--- src/rtl/debug_pkg.sv ---
// Shared definitions for the single-step debugger command path and its readback
// stream: command word layout, opcodes, packet terminator and FSM encodings.
package debug_pkg;

  localparam logic [3:0]  SYNC_NIBBLE = 4'hA;
  localparam logic [31:0] TERM_WORD   = 32'hFFFF_FFFF;

  localparam logic [3:0] OP_NOP       = 4'd0;
  localparam logic [3:0] OP_HALT      = 4'd1;
  localparam logic [3:0] OP_RUN       = 4'd2;
  localparam logic [3:0] OP_STEP      = 4'd3;
  localparam logic [3:0] OP_STEP_EXT  = 4'd4;
  localparam logic [3:0] OP_CAPTURE   = 4'd5;
  localparam logic [3:0] OP_CLEAR_ERR = 4'd6;

  typedef struct packed {
    logic [3:0]  sync;
    logic [3:0]  opcode;
    logic [23:0] arg;
  } cmd_word_t;

  typedef enum logic [2:0] {
    ST_IDLE,
    ST_DECODE,
    ST_EXT_REQ,
    ST_EXT_DATA,
    ST_SKIP,
    ST_SKIP_CHK
  } cmd_state_t;

  // base + addend - dec, clamped to all-ones. Callers only set dec when base is
  // nonzero, so the 33-bit result never underflows.
  function automatic logic [31:0] sat_add_dec(input logic [31:0] base,
                                              input logic [31:0] addend,
                                              input logic        dec);
    logic [32:0] sum;
    sum = {1'b0, base} + {1'b0, addend} - {32'd0, dec};
    return sum[32] ? 32'hFFFF_FFFF : sum[31:0];
  endfunction

endpackage

--- src/rtl/debug_step_counter.sv ---
// Remaining-step counter: saturating add of STEP counts, one decrement per
// halted cycle, held while the target free-runs.
module debug_step_counter
  import debug_pkg::*;
(
  input  logic        clk,
  input  logic        reset,
  input  logic        run_mode,
  input  logic        clear,
  input  logic        add_en,
  input  logic [31:0] add_val,
  output logic [31:0] steps_left,
  output logic        steps_next_nz
);

  logic [31:0] steps_next;
  logic        dec;

  // NOTE: every signal driven here gets a value before any branch, so no
  // path leaves one unassigned and no latch is inferred.
  always_comb begin
    dec        = !run_mode && (steps_left != '0);
    steps_next = steps_left;
    if (clear) begin
      steps_next = '0;
    end else begin
      steps_next = sat_add_dec(steps_left, add_en ? add_val : 32'd0, dec);
    end
    steps_next_nz = (steps_next != '0);
  end

  // NOTE: state registers use non-blocking assignment so every flop samples
  // the pre-edge value regardless of process ordering.
  always_ff @(posedge clk) begin
    if (!reset) begin
      steps_left <= '0;
    end else begin
      steps_left <= steps_next;
    end
  end

endmodule

--- src/rtl/debug_cmd_unit.sv ---
// Host command decoder for the single-step debugger: pulls words from the
// command FIFO, decodes them and drives the target clock-enable.
module debug_cmd_unit
  import debug_pkg::*;
#(
  parameter bit START_HALTED = 1'b1
) (
  input  logic        clk,
  input  logic        reset,
  input  logic [31:0] cmd_fifo_q,
  input  logic        cmd_fifo_empty,
  output logic        cmd_fifo_rdreq,
  output logic        step_enable,
  output logic        halted,
  output logic [31:0] steps_left,
  output logic        capture_trigger,
  output logic        cmd_error
);

  cmd_state_t  state, state_next;
  cmd_word_t   word;
  logic        legal_cmd;
  logic        rd_req;
  logic        run_mode, run_mode_next;
  logic        run_set, run_clr, steps_clr;
  logic        add_en;
  logic [31:0] add_val;
  logic        capture_set, err_set, err_clr;
  logic        steps_next_nz;

  assign word      = cmd_fifo_q;
  assign legal_cmd = (word.sync == SYNC_NIBBLE) && (word.opcode <= OP_CLEAR_ERR);

  always_comb begin
    state_next  = state;
    rd_req      = 1'b0;
    run_set     = 1'b0;
    run_clr     = 1'b0;
    steps_clr   = 1'b0;
    add_en      = 1'b0;
    add_val     = '0;
    capture_set = 1'b0;
    err_set     = 1'b0;
    err_clr     = 1'b0;

    unique case (state)
      ST_IDLE: begin
        if (!cmd_fifo_empty) begin
          rd_req     = 1'b1;
          state_next = ST_DECODE;
        end
      end
      ST_DECODE: begin
        state_next = ST_IDLE;
        if (cmd_fifo_q == TERM_WORD) begin
          state_next = ST_IDLE;
        end else if (!legal_cmd) begin
          err_set    = 1'b1;
          state_next = ST_SKIP;
        end else begin
          case (word.opcode)
            OP_HALT: begin
              run_clr   = 1'b1;
              steps_clr = 1'b1;
            end
            OP_RUN:       run_set     = 1'b1;
            OP_STEP: begin
              add_en  = 1'b1;
              add_val = {8'd0, word.arg};
            end
            OP_STEP_EXT:  state_next  = ST_EXT_REQ;
            OP_CAPTURE:   capture_set = 1'b1;
            OP_CLEAR_ERR: err_clr     = 1'b1;
            default:      ;
          endcase
        end
      end
      ST_EXT_REQ: begin
        if (!cmd_fifo_empty) begin
          rd_req     = 1'b1;
          state_next = ST_EXT_DATA;
        end
      end
      // Any value is a legal count here, including the terminator pattern.
      ST_EXT_DATA: begin
        add_en     = 1'b1;
        add_val    = cmd_fifo_q;
        state_next = ST_IDLE;
      end
      ST_SKIP: begin
        if (!cmd_fifo_empty) begin
          rd_req     = 1'b1;
          state_next = ST_SKIP_CHK;
        end
      end
      ST_SKIP_CHK: begin
        state_next = (cmd_fifo_q == TERM_WORD) ? ST_IDLE : ST_SKIP;
      end
      default: state_next = ST_IDLE;
    endcase
  end

  // A read issued while reset is held would pop a word that the restarted
  // decoder never sees, so the strobe is suppressed during reset.
  assign cmd_fifo_rdreq = rd_req & reset;

  assign run_mode_next = run_clr ? 1'b0 : (run_set ? 1'b1 : run_mode);

  debug_step_counter u_step_counter (
    .clk           (clk),
    .reset         (reset),
    .run_mode      (run_mode),
    .clear         (steps_clr),
    .add_en        (add_en),
    .add_val       (add_val),
    .steps_left    (steps_left),
    .steps_next_nz (steps_next_nz)
  );

  // NOTE: only control state is reset; there is no storage array here whose
  // contents would need clearing.
  always_ff @(posedge clk) begin
    if (!reset) begin
      state           <= ST_IDLE;
      run_mode        <= ~START_HALTED;
      step_enable     <= ~START_HALTED;
      halted          <= START_HALTED;
      capture_trigger <= 1'b0;
      cmd_error       <= 1'b0;
    end else begin
      state           <= state_next;
      run_mode        <= run_mode_next;
      step_enable     <= run_mode_next | steps_next_nz;
      halted          <= ~(run_mode_next | steps_next_nz);
      capture_trigger <= capture_set;
      if (err_set) begin
        cmd_error <= 1'b1;
      end else if (err_clr) begin
        cmd_error <= 1'b0;
      end
    end
  end

endmodule

--- config.mk ---
export PLATFORM = sky130hd
export DESIGN_NAME = debug_cmd_unit
export DESIGN_NICKNAME = d
export VERILOG_FILES = /design/src/rtl/debug_pkg.sv /design/src/rtl/debug_step_counter.sv /design/src/rtl/debug_cmd_unit.sv
export SDC_FILE = /design/constraint.sdc
export NUM_CORES = 1
export LEC_CHECK = 0
export ABC_AREA = 1
export ABC_CLOCK_PERIOD_IN_PS = 3700
export BUFFER_PORTS_ARGS = -buffer_cell sky130_fd_sc_hd__buf_4
export CELL_PAD_IN_SITES_DETAIL_PLACEMENT = 1
export CELL_PAD_IN_SITES_GLOBAL_PLACEMENT = 2
export CORE_MARGIN = 2
export CORE_UTILIZATION = 25
export DETAILED_ROUTE_END_ITERATION = 12
export HOLD_SLACK_MARGIN = 0.02
export PLACE_DENSITY_LB_ADDON = 0.25
export SLEW_MARGIN = 0
export SYNTH_ARGS = -nofsm -noshare
export SYNTH_HDL_FRONTEND = slang
export SYNTH_SLANG_ARGS = --single-unit
--- constraint.sdc ---
create_clock -name clk -period 3.7 [get_ports clk]
set_input_delay 0.185 -clock clk [delete_from_list [all_inputs] [get_ports clk]]
set_output_delay 0.185 -clock clk [all_outputs]
set_load 0.02 [all_outputs]
==> impl_results.md, run 1 <==
- Starting density of the core: 25.4%
- Cell type with the largest total area after synthesis: nand2_1
- Post-route minimum period: 3.96 ns
- Root Buffer: clkbuf_16
- Syn avg cell area: 5.51 sq um
- Most Used Layer, Global Route: met2
- Count of final setup violators: 3
- Area taken by flip-flops and latches: 807 sq um
- CTS clk-pin slew, worst paths: 0.07 ns
- RSZ-0062 raised after global routing: true
- Most common cell in the synthesized netlist: nand2_1
- Layout cells sized above 1: 46.7%
- Yosys Warn Count: 0
- Detailed placer's ending HPWL: 19800 microns
- Full die area: 22500 sq um
- CP endpoint kind: flop
- Met2 Usage GRT: 35.5%
- Number of flops mapped to enable cells by yosys: 0
- Drt drc: 0
- Critical path endpoint: step_enable
- Failing checks: negative setup slack
- Die width: 150 microns
- Antenna Violating Nets Remaining: 0
- Total GRT Usage: 21.6%
- CP max stage cell: dfxtp_2
- Reg2Reg Launch Point: state[1]
- Peak Freq: 253 MHz
- FF-to-FF setup slack: -0.26 ns
- Starting DRC count in detailed routing: 256
- Die Ht: 150 microns
- Synth async-reset ratio: 0%
- Fillers: 2737
- Worst hold path class: input pin to flop
- Synth cell types: 37
- Top Ports: 72
- P&R area growth vs syn: 80.7%
- Met3 track demand over resource: 1.33%
- Ant diodes: 0
- # Max-Cap Violations: 0
- Worst path required time: 3.90 ns
- Cell count after synthesis: 969
- Initial DRT Pass Iterations: 4
- Via/cell ratio: 4.43
- Worst endpoint data arrival time: 4.15 ns
- Ys flop type: dfxtp_1
- Mapped Area: 5340 sq um
- CTS tree: yes
- Grt met1 use: 31.2%
- Reg2Reg Depth: 31
- Post-synth top area share: 20.9%
- Buffers on Ports: 71
- Max_slew headroom: 45.9%
- RR Endpoint: step_enable
- Top cells by count, synth: 297 x nand2_1, 260 x inv_1, 115 x nor2_1
- H-tree Lvls: 2
- Setup ws final: -0.257 ns
- Num rows: 53
- Clk_skew: 0.00613 ns
- GP Congestion: 0.873
- Hold WS: 0.0773 ns
- Post-DP Area: 7930 sq um
- Clock Sinks: 40
- Vias in the first global route: 7117
- Nets: 1415
- WS Path Type: flop to flop
- Area contributors post-synth: nand2_1 21%, inv_1 18%, dfxtp_1 15%, ha_1 15%, nor2_1 8.1%
- Cell area after layout: 9650 sq um
- Grt ovf: 0
- Initial antenna violation count: 0
- Critical Path Source Type: flop
- Seq/Total Area, Yosys: 15.0%
- Clock Latency Late Sink: 0.29 ns
- Max Root-Sink Buffers: 2
- Worst Tran Pin Value: 0.810 ns
- Max incr delay on CP: 0.34 ns
- Most common cell on crit path: nand2_4
- First-pass GRT wire length: 37400 microns
- Final Core Density: 45.9%
- Outcome: complete, but fails checks
- Final max-slew violation count: 0
- Placeable Area: 21000 sq um
- Tcrit/Tclk final: 107%
- Crit Path Max Fanout: 6
- Multi-input logic area: 4620 sq um
- Via Count: 7048
- WL final: 25400 microns
- Largest net degree at the start of global routing: 38
- Yosys reg bits: 40
- Syn nets: 1069
- Drt wl/cell: 16.0 microns
- CTS Buf Count: 5
- Worst setup path start: state[1]
- Hold Fails Final Rpt: 0
==> sequential cells by signal (all words and copies together), names as in the netlist <==
register and count:
cmd_error 1, u_step_counter.steps_left 32, state 3, halted 1
capture_trigger 1, run_mode 1, step_enable 1
==> what timing repair did <==
item | CTS | global route
endpoints found under the setup margin | 20 | 35
buffers inserted | 27 | 18
gates cloned | 1 | 2
hold buffers | 0 | 0
pin swaps | 24 | 76
resized for setup | 77 | 209
==> cell families (layout without fill, tap and decap cells) <==
kind of cell             count (synthesis)  after routing  synth area share, %
buffers and inverters                  276            622                 19.7
AND/OR/NAND/NOR                        531            531                 42.8
flip-flops                              40             40                 15.0
AO/OA/AOI/OAI                           43             43                 4.85
XOR/XNOR                                14             14                 2.30
adder cells (fa/ha/maj)                 65             65                 15.4
==> per-layer routing <==
| layer | vias up | part of all wire (%) | wire length [microns] |
|---|---|---|---|
| met4 | 0 | 1.7 | 425 |
| met2 | 90 | 46 | 11800 |
| met5 | - | 0 | 0 |
| li1 | 3570 | - | - |
| met3 | 25 | 3.0 | 761 |
| met1 | 3363 | 49 | 12500 |
==> worst min path at each step <==
stage                   start  endpoint  slack (ns)  cells after the start
4_1_cts        cmd_fifo_empty  state[0]        0.06                      2
3_3_place_gp   cmd_fifo_empty  state[0]        0.37                      2
2_1_floorplan           reset    halted        0.27                      1
5_1_grt        cmd_fifo_empty  state[0]        0.09                      2
3_5_place_dp   cmd_fifo_empty  state[0]        0.38                      2
6_report       cmd_fifo_empty  state[0]        0.08                      2
==> worst max-delay path, delay by kind of cell (launching register included) <==
kind / cells / cell delay, ns
buffers and inverters: 9 / 0.86
and+or+nand+nor: 19 / 1.92
adders and majority gates: 2 / 0.52
DFF: 1 / 0.34
AOI/OAI and AO/OA: 1 / 0.20
==> stage by stage <==
stage	std cells	TNS (ns)	setup WS [ns]
final	1590	-0.479	-0.257
after global routing	1590	-2.21	-0.453
after CTS	1572	-0.316	-0.188
after detailed placement	1539	-3.99	-0.751
after global placement	1539	-2.31	-0.653
after floorplan	969	0	0.00909
==> area by class of cell <==
| cell class | count | area share (%) |
|---|---|---|
| clock buffer | 5 | 1.30 |
| multi-input combinational | 653 | 47.9 |
| timing repair buffer | 348 | 28.4 |
| tap | 275 | 3.57 |
| clock inverter | 2 | 0.130 |
| sequential | 40 | 8.36 |
| inverter | 267 | 10.4 |
==> layout by cell type, fill, tap and decap left out, drive strengths merged <==
| cell | count |
|---|---|
| inv | 267 |
| or2 | 1 |
| nand3 | 42 |
| xor2 | 3 |
| and2 | 4 |
| nor4b | 1 |
| nand3b | 8 |
| fa | 1 |
| o21bai | 7 |
| nor3 | 17 |
| nand4 | 15 |
| a2111oi | 2 |
| clkinv | 1 |
| xnor2 | 11 |
| clkbuf | 7 |
| nand2 | 315 |
| a21oi | 25 |
| nor4 | 9 |
| clkinvlp | 1 |
| a21o | 2 |
| nor2 | 119 |
| buf | 346 |
| o211ai | 1 |
| o21ai | 6 |
| dfxtp | 40 |
| ha | 64 |
Power of run 1 is not shown: default switching activity piles up to over one toggle a cycle in this logic, so the estimate is an artifact.
==> run 2: changes to the inputs <==
Settings changed: ABC_CLOCK_PERIOD_IN_PS 3700 to 3500.
Clock period 3.7 ns to 3.5 ns, I/O delays scaled along.
==> impl_results.md, run 2 (synthesis results as in run 1) <==
- Final Core Density: 42.5% (was 45.9%)
- Final max-slew violation count: 0 (unchanged)
- Outcome: complete, but fails checks (unchanged)
- # Max-Cap Violations: 0 (unchanged)
- Root Buffer: clkbuf_16 (unchanged)
- Starting DRC count in detailed routing: 232 (was 256)
- Hold Fails Final Rpt: 0 (unchanged)
- Top Ports: 72 (unchanged)
- GP Congestion: 0.882 (was 0.873)
- Count of final setup violators: 19 (was 3)
- Ant diodes: 0 (unchanged)
- Die Ht: 150 microns (unchanged)
- Initial antenna violation count: 0 (unchanged)
- H-tree Lvls: 2 (unchanged)
- Initial DRT Pass Iterations: 5 (was 4)
- Num rows: 53 (unchanged)
- Clock Sinks: 40 (unchanged)
- CP max stage cell: dfxtp_2 (unchanged)
- Worst Tran Pin Value: 0.724 ns (was 0.810 ns)
- CP endpoint kind: flop (unchanged)
- Max reg flops: 32 (unchanged)
- First-pass GRT wire length: 35700 microns (was 37400 microns)
- Worst setup path start: state[0] (was state[1])
- Max_slew headroom: 51.6% (was 45.9%)
- Total GRT Usage: 20.5% (was 21.6%)
- Reg2Reg Launch Point: state[0] (was state[1])
- Grt ovf: 0 (unchanged)
- Min-delay src: cmd_fifo_empty (unchanged)
- CTS Buf Count: 5 (unchanged)
- Placeable Area: 21000 sq um (unchanged)
- Antenna Violating Nets Remaining: 0 (unchanged)
- WL final: 23200 microns (was 25400 microns)
- Die width: 150 microns (unchanged)
- Via Count: 6830 (was 7048)
- WS Path Type: flop to flop (unchanged)
- Setup TNS: -1.90 ns (was -0.479 ns)
- Drt wl/cell: 14.8 microns (was 16.0 microns)
- Cell area after layout: 8940 sq um (was 9650 sq um)
- Vias in the first global route: 6822 (was 7117)
- Max incr delay on CP: 0.34 ns (about the same)
- Nets: 1393 (was 1415)
- Most flop-heavy register: u_step_counter.steps_left (unchanged)
- Largest net degree at the start of global routing: 38 (unchanged)
- Clock Latency Late Sink: 0.29 ns (about the same)
- Most frequent cells in the layout: 319 x buf_4, 263 x nand2_1, 251 x inv_1 (was 332 x buf_4, 233 x nand2_1, 216 x inv_1)
- CTS tree: yes (unchanged)
- Via/cell ratio: 4.35 (was 4.43)
- Starting density of the core: 25.4% (unchanged)
- Tcrit/Tclk final: 109% (was 107%)
- Peak Freq: 261 MHz (was 253 MHz)
- Layout cells sized above 1: 37.8% (was 46.7%)
- CTS clk-pin slew, worst paths: 0.07 ns (about the same)
- Worst hold path class: input pin to flop (unchanged)
- Worst path required time: 3.68 ns (was 3.90 ns)
- Largest registers: u_step_counter.steps_left: 32 flops, state: 3 flops (unchanged)
- Worst endpoint data arrival time: 4.01 ns (was 4.15 ns)
- Crit Path Max Fanout: 24 (was 6)
- RSZ-0062 raised after global routing: true (unchanged)
- Commonest non-fill, non-tap cell in the layout: buf_4 (unchanged)
- Max Root-Sink Buffers: 2 (unchanged)
- Full die area: 22500 sq um (unchanged)
- Detailed placer's ending HPWL: 19600 microns (was 19800 microns)
- Critical Path Source Type: flop (unchanged)
- P&R area growth vs syn: 67.4% (was 80.7%)
- Failing checks: negative setup slack (unchanged)
- Hold-fix buffers, CTS: 0 (unchanged)
- Post-route minimum period: 3.83 ns (was 3.96 ns)
- Setup slack at placement: -0.830 ns (was -0.751 ns)
- Post-DP Area: 8040 sq um (was 7930 sq um)
- Setup ws final: -0.330 ns (was -0.257 ns)
- Buffers on Ports: 71 (unchanged)
- Drt drc: 0 (unchanged)
- Clk_skew: 0.00542 ns (was 0.00613 ns)
## run 2: cell count changes in the layout (fill, tap and decap cells not counted), moves of 5 or more
cell	previous run	this run
inv_1	216	251
nand2_4	25	8
ha_4	39	24
buf_4	332	319
ha_1	25	40
a21oi_2	7	12
nor2_4	16	4
buf_6	9	4
inv_2	51	16
nand2_1	233	263
nor2_2	26	20
nor2_1	77	95
nand2_2	57	44
## run 2: critical path: cells and delay by family, from the launching register on
family	cells	cell delay, ns
buf+inv	9	0.88
compound gates	3	0.54
fa+ha+maj	2	0.48
flops	1	0.34
simple gates	16	1.44
## run 2: final timing paths
check             cells after the start        to  slack (ns)
hold / removal                        2  state[0]        0.07
setup / recovery                     30    halted       -0.33
hold reg to reg                       2  state[0]        0.55
setup reg to reg                     30    halted       -0.33
## run 2: cell type report
class / count / area (sq um)
inverters: 267 / 1000
multi-input cells: 654 / 4140
flip-flops and latches: 40 / 806
well taps: 275 / 344
repair buffers: 325 / 2460
clock buffers: 6 / 139
clock inverters: 2 / 38.8
fillers: 2805 / 12100
## run 2: through the flow
step	hold WS, ns	cells
finish	0.0748	1569
global placement	0.360	1550
global route	0.0709	1569
floorplan	0.263	969
CTS	0.0497	1567
detailed placement	0.369	1550
## run 2: routing by layer
metal	share of wire [%]	routed length, microns	global-route usage, %	up-vias
li1	-	-	-	3521
met1	51	11900	30.2	3216
met2	45	10500	33.7	80
met3	2.6	603	0.939	13
met5	0	0	0	-
met4	0.93	216	3.35	0
## run 2: repair_timing
item | 4_1_cts | 5_1_grt
pin swaps | 25 | 19
resized for setup | 86 | 51
setup endpoints to repair | 34 | 34
cloned | 3 | 0
buffers inserted | 7 | 2
Power of run 2 is left out for the same reason.
==> run 3: changes to the inputs <==
Settings changed: ABC_CLOCK_PERIOD_IN_PS 3500 to 4500, CAP_MARGIN set to 30, SKIP_LAST_GASP set to 1.
Clock period 3.5 ns to 4.5 ns, I/O delays scaled along.
==> impl_results.md, run 3 (synthesis results as in run 1) <==
- Layout cells sized above 1: 16.4% (was 37.8%)
- Die width: 150 microns (unchanged)
- WL final: 20000 microns (was 23200 microns)
- Largest net degree at the start of global routing: 38 (unchanged)
- Worst hold path class: input pin to flop (unchanged)
- Clock Sinks: 40 (unchanged)
- Max_slew headroom: 53.0% (was 51.6%)
- # Max-Cap Violations: 0 (unchanged)
- Worst Tran Pin Value: 0.704 ns (was 0.724 ns)
- Setup TNS: 0 ns (was -1.90 ns)
- Nets: 1181 (was 1393)
- WS Path Type: flop to flop (unchanged)
- Detailed placer's ending HPWL: 17700 microns (was 19600 microns)
- Critical Path Source Type: flop (unchanged)
- P&R area growth vs syn: 25.9% (was 67.4%)
- Ant diodes: 0 (unchanged)
- Max Root-Sink Buffers: 2 (unchanged)
- Root Buffer: clkbuf_16 (unchanged)
- Outcome: complete, no violations (was complete, but fails checks)
- Most common cell on crit path: nand2_1
- CTS tree: yes (unchanged)
- Via/cell ratio: 4.32 (was 4.35)
- Starting DRC count in detailed routing: 225 (was 232)
- H-tree Lvls: 2 (unchanged)
- CTS Buf Count: 5 (unchanged)
- Clock Latency Late Sink: 0.29 ns (about the same)
- Final max-slew violation count: 0 (unchanged)
- Clk_skew: 0.00576 ns (was 0.00542 ns)
- Tcrit/Tclk final: 91.3% (was 109%)
- Top Ports: 72 (unchanged)
- Drt drc: 0 (unchanged)
- Count of final setup violators: 0 (was 19)
- Starting density of the core: 25.4% (unchanged)
- Peak Freq: 243 MHz (was 261 MHz)
- Initial DRT Pass Iterations: 4 (was 5)
- Most flop-heavy register: u_step_counter.steps_left (unchanged)
- Buffers on Ports: 71 (unchanged)
- Initial antenna violation count: 0 (unchanged)
- Num rows: 53 (unchanged)
- Max reg flops: 32 (unchanged)
- First-pass GRT wire length: 32100 microns (was 35700 microns)
- Via Count: 5857 (was 6830)
- GP Congestion: 0.824 (was 0.882)
- CP endpoint kind: flop (unchanged)
- CP max stage cell: ha_1 (was dfxtp_2)
- Grt ovf: 0 (unchanged)
- Antenna Violating Nets Remaining: 0 (unchanged)
- Most frequent cells in the layout: 291 x nand2_1, 259 x inv_1, 113 x nor2_1, 113 x buf_4, 60 x ha_1 (was 319 x buf_4, 263 x nand2_1, 251 x inv_1)
- Vias in the first global route: 6013 (was 6822)
- Final Core Density: 32.0% (was 42.5%)
- Largest registers: u_step_counter.steps_left: 32 flops, state: 3 flops (unchanged)
- Max incr delay on CP: 0.39 ns (was 0.34 ns)
- Drt wl/cell: 14.8 microns (about the same)
- CTS clk-pin slew, worst paths: 0.06 ns (was 0.07 ns)
- Placeable Area: 21000 sq um (unchanged)
- Hold WS: 0.111 ns (was 0.0748 ns)
- Die Ht: 150 microns (unchanged)
- Crit Path Max Fanout: 20 (was 24)
- Worst endpoint data arrival time: 4.31 ns (was 4.01 ns)
- Commonest non-fill, non-tap cell in the layout: nand2_1 (was buf_4)
- Full die area: 22500 sq um (unchanged)
- Post-route minimum period: 4.11 ns (was 3.83 ns)
- Hold Fails Final Rpt: 0 (unchanged)
- RSZ-0062 raised after global routing: false (was true)
- Worst path required time: 4.70 ns (was 3.68 ns)
- Total GRT Usage: 18.4% (was 20.5%)
run 3: final timing paths:
| kind | cells after the start | end | from | slack [ns] |
|---|---|---|---|---|
| max reg2reg | 31 | step_enable | state[0] | 0.39 |
| max | 31 | step_enable | state[0] | 0.39 |
| min | 2 | state[0] | cmd_fifo_empty | 0.11 |
| min reg2reg | 1 | state[0] | state[0] | 0.46 |
run 3: through the flow:
step	instances	cell area, sq um	setup slack, ns
finish	1357	6720	0.390
global route	1357	6720	0.0120
CTS	1354	6630	0.0236
detailed placement	1346	6480	-0.138
global placement	1346	6480	-0.100
floorplan	969	5340	0.676
run 3: critical path, delay by kind of cell, from the launching register on:
family / cells / cell delay (ns)
buf+inv: 9 / 0.82
compound gates: 2 / 0.34
simple gates: 18 / 1.85
fa+ha+maj: 2 / 0.65
flops: 1 / 0.34
run 3: routing by layer:
metal	global-route usage, %	vias to the layer above	share of wire [%]
met3	0.939	13	2.7
met1	28.0	2673	54
li1	-	3100	-
met2	28.7	71	43
met5	0	-	0
met4	3.11	0	0.98
run 3: final cells by class:
class                   count  area (sq um)
fillers                  2854         14300
multi-input cells         653          3550
inverters                 267          1000
repair buffers            114           868
flip-flops and latches     40           801
well taps                 275           344
clock buffers               6           139
clock inverters             2          15.0
run 3: timing repair:
item,4_1_cts,5_1_grt
hold buffers,0,0
setup buffers,0,3
endpoints found under the setup margin,0,2
resized for setup,0,20
Power of run 3 is left out for the same reason.
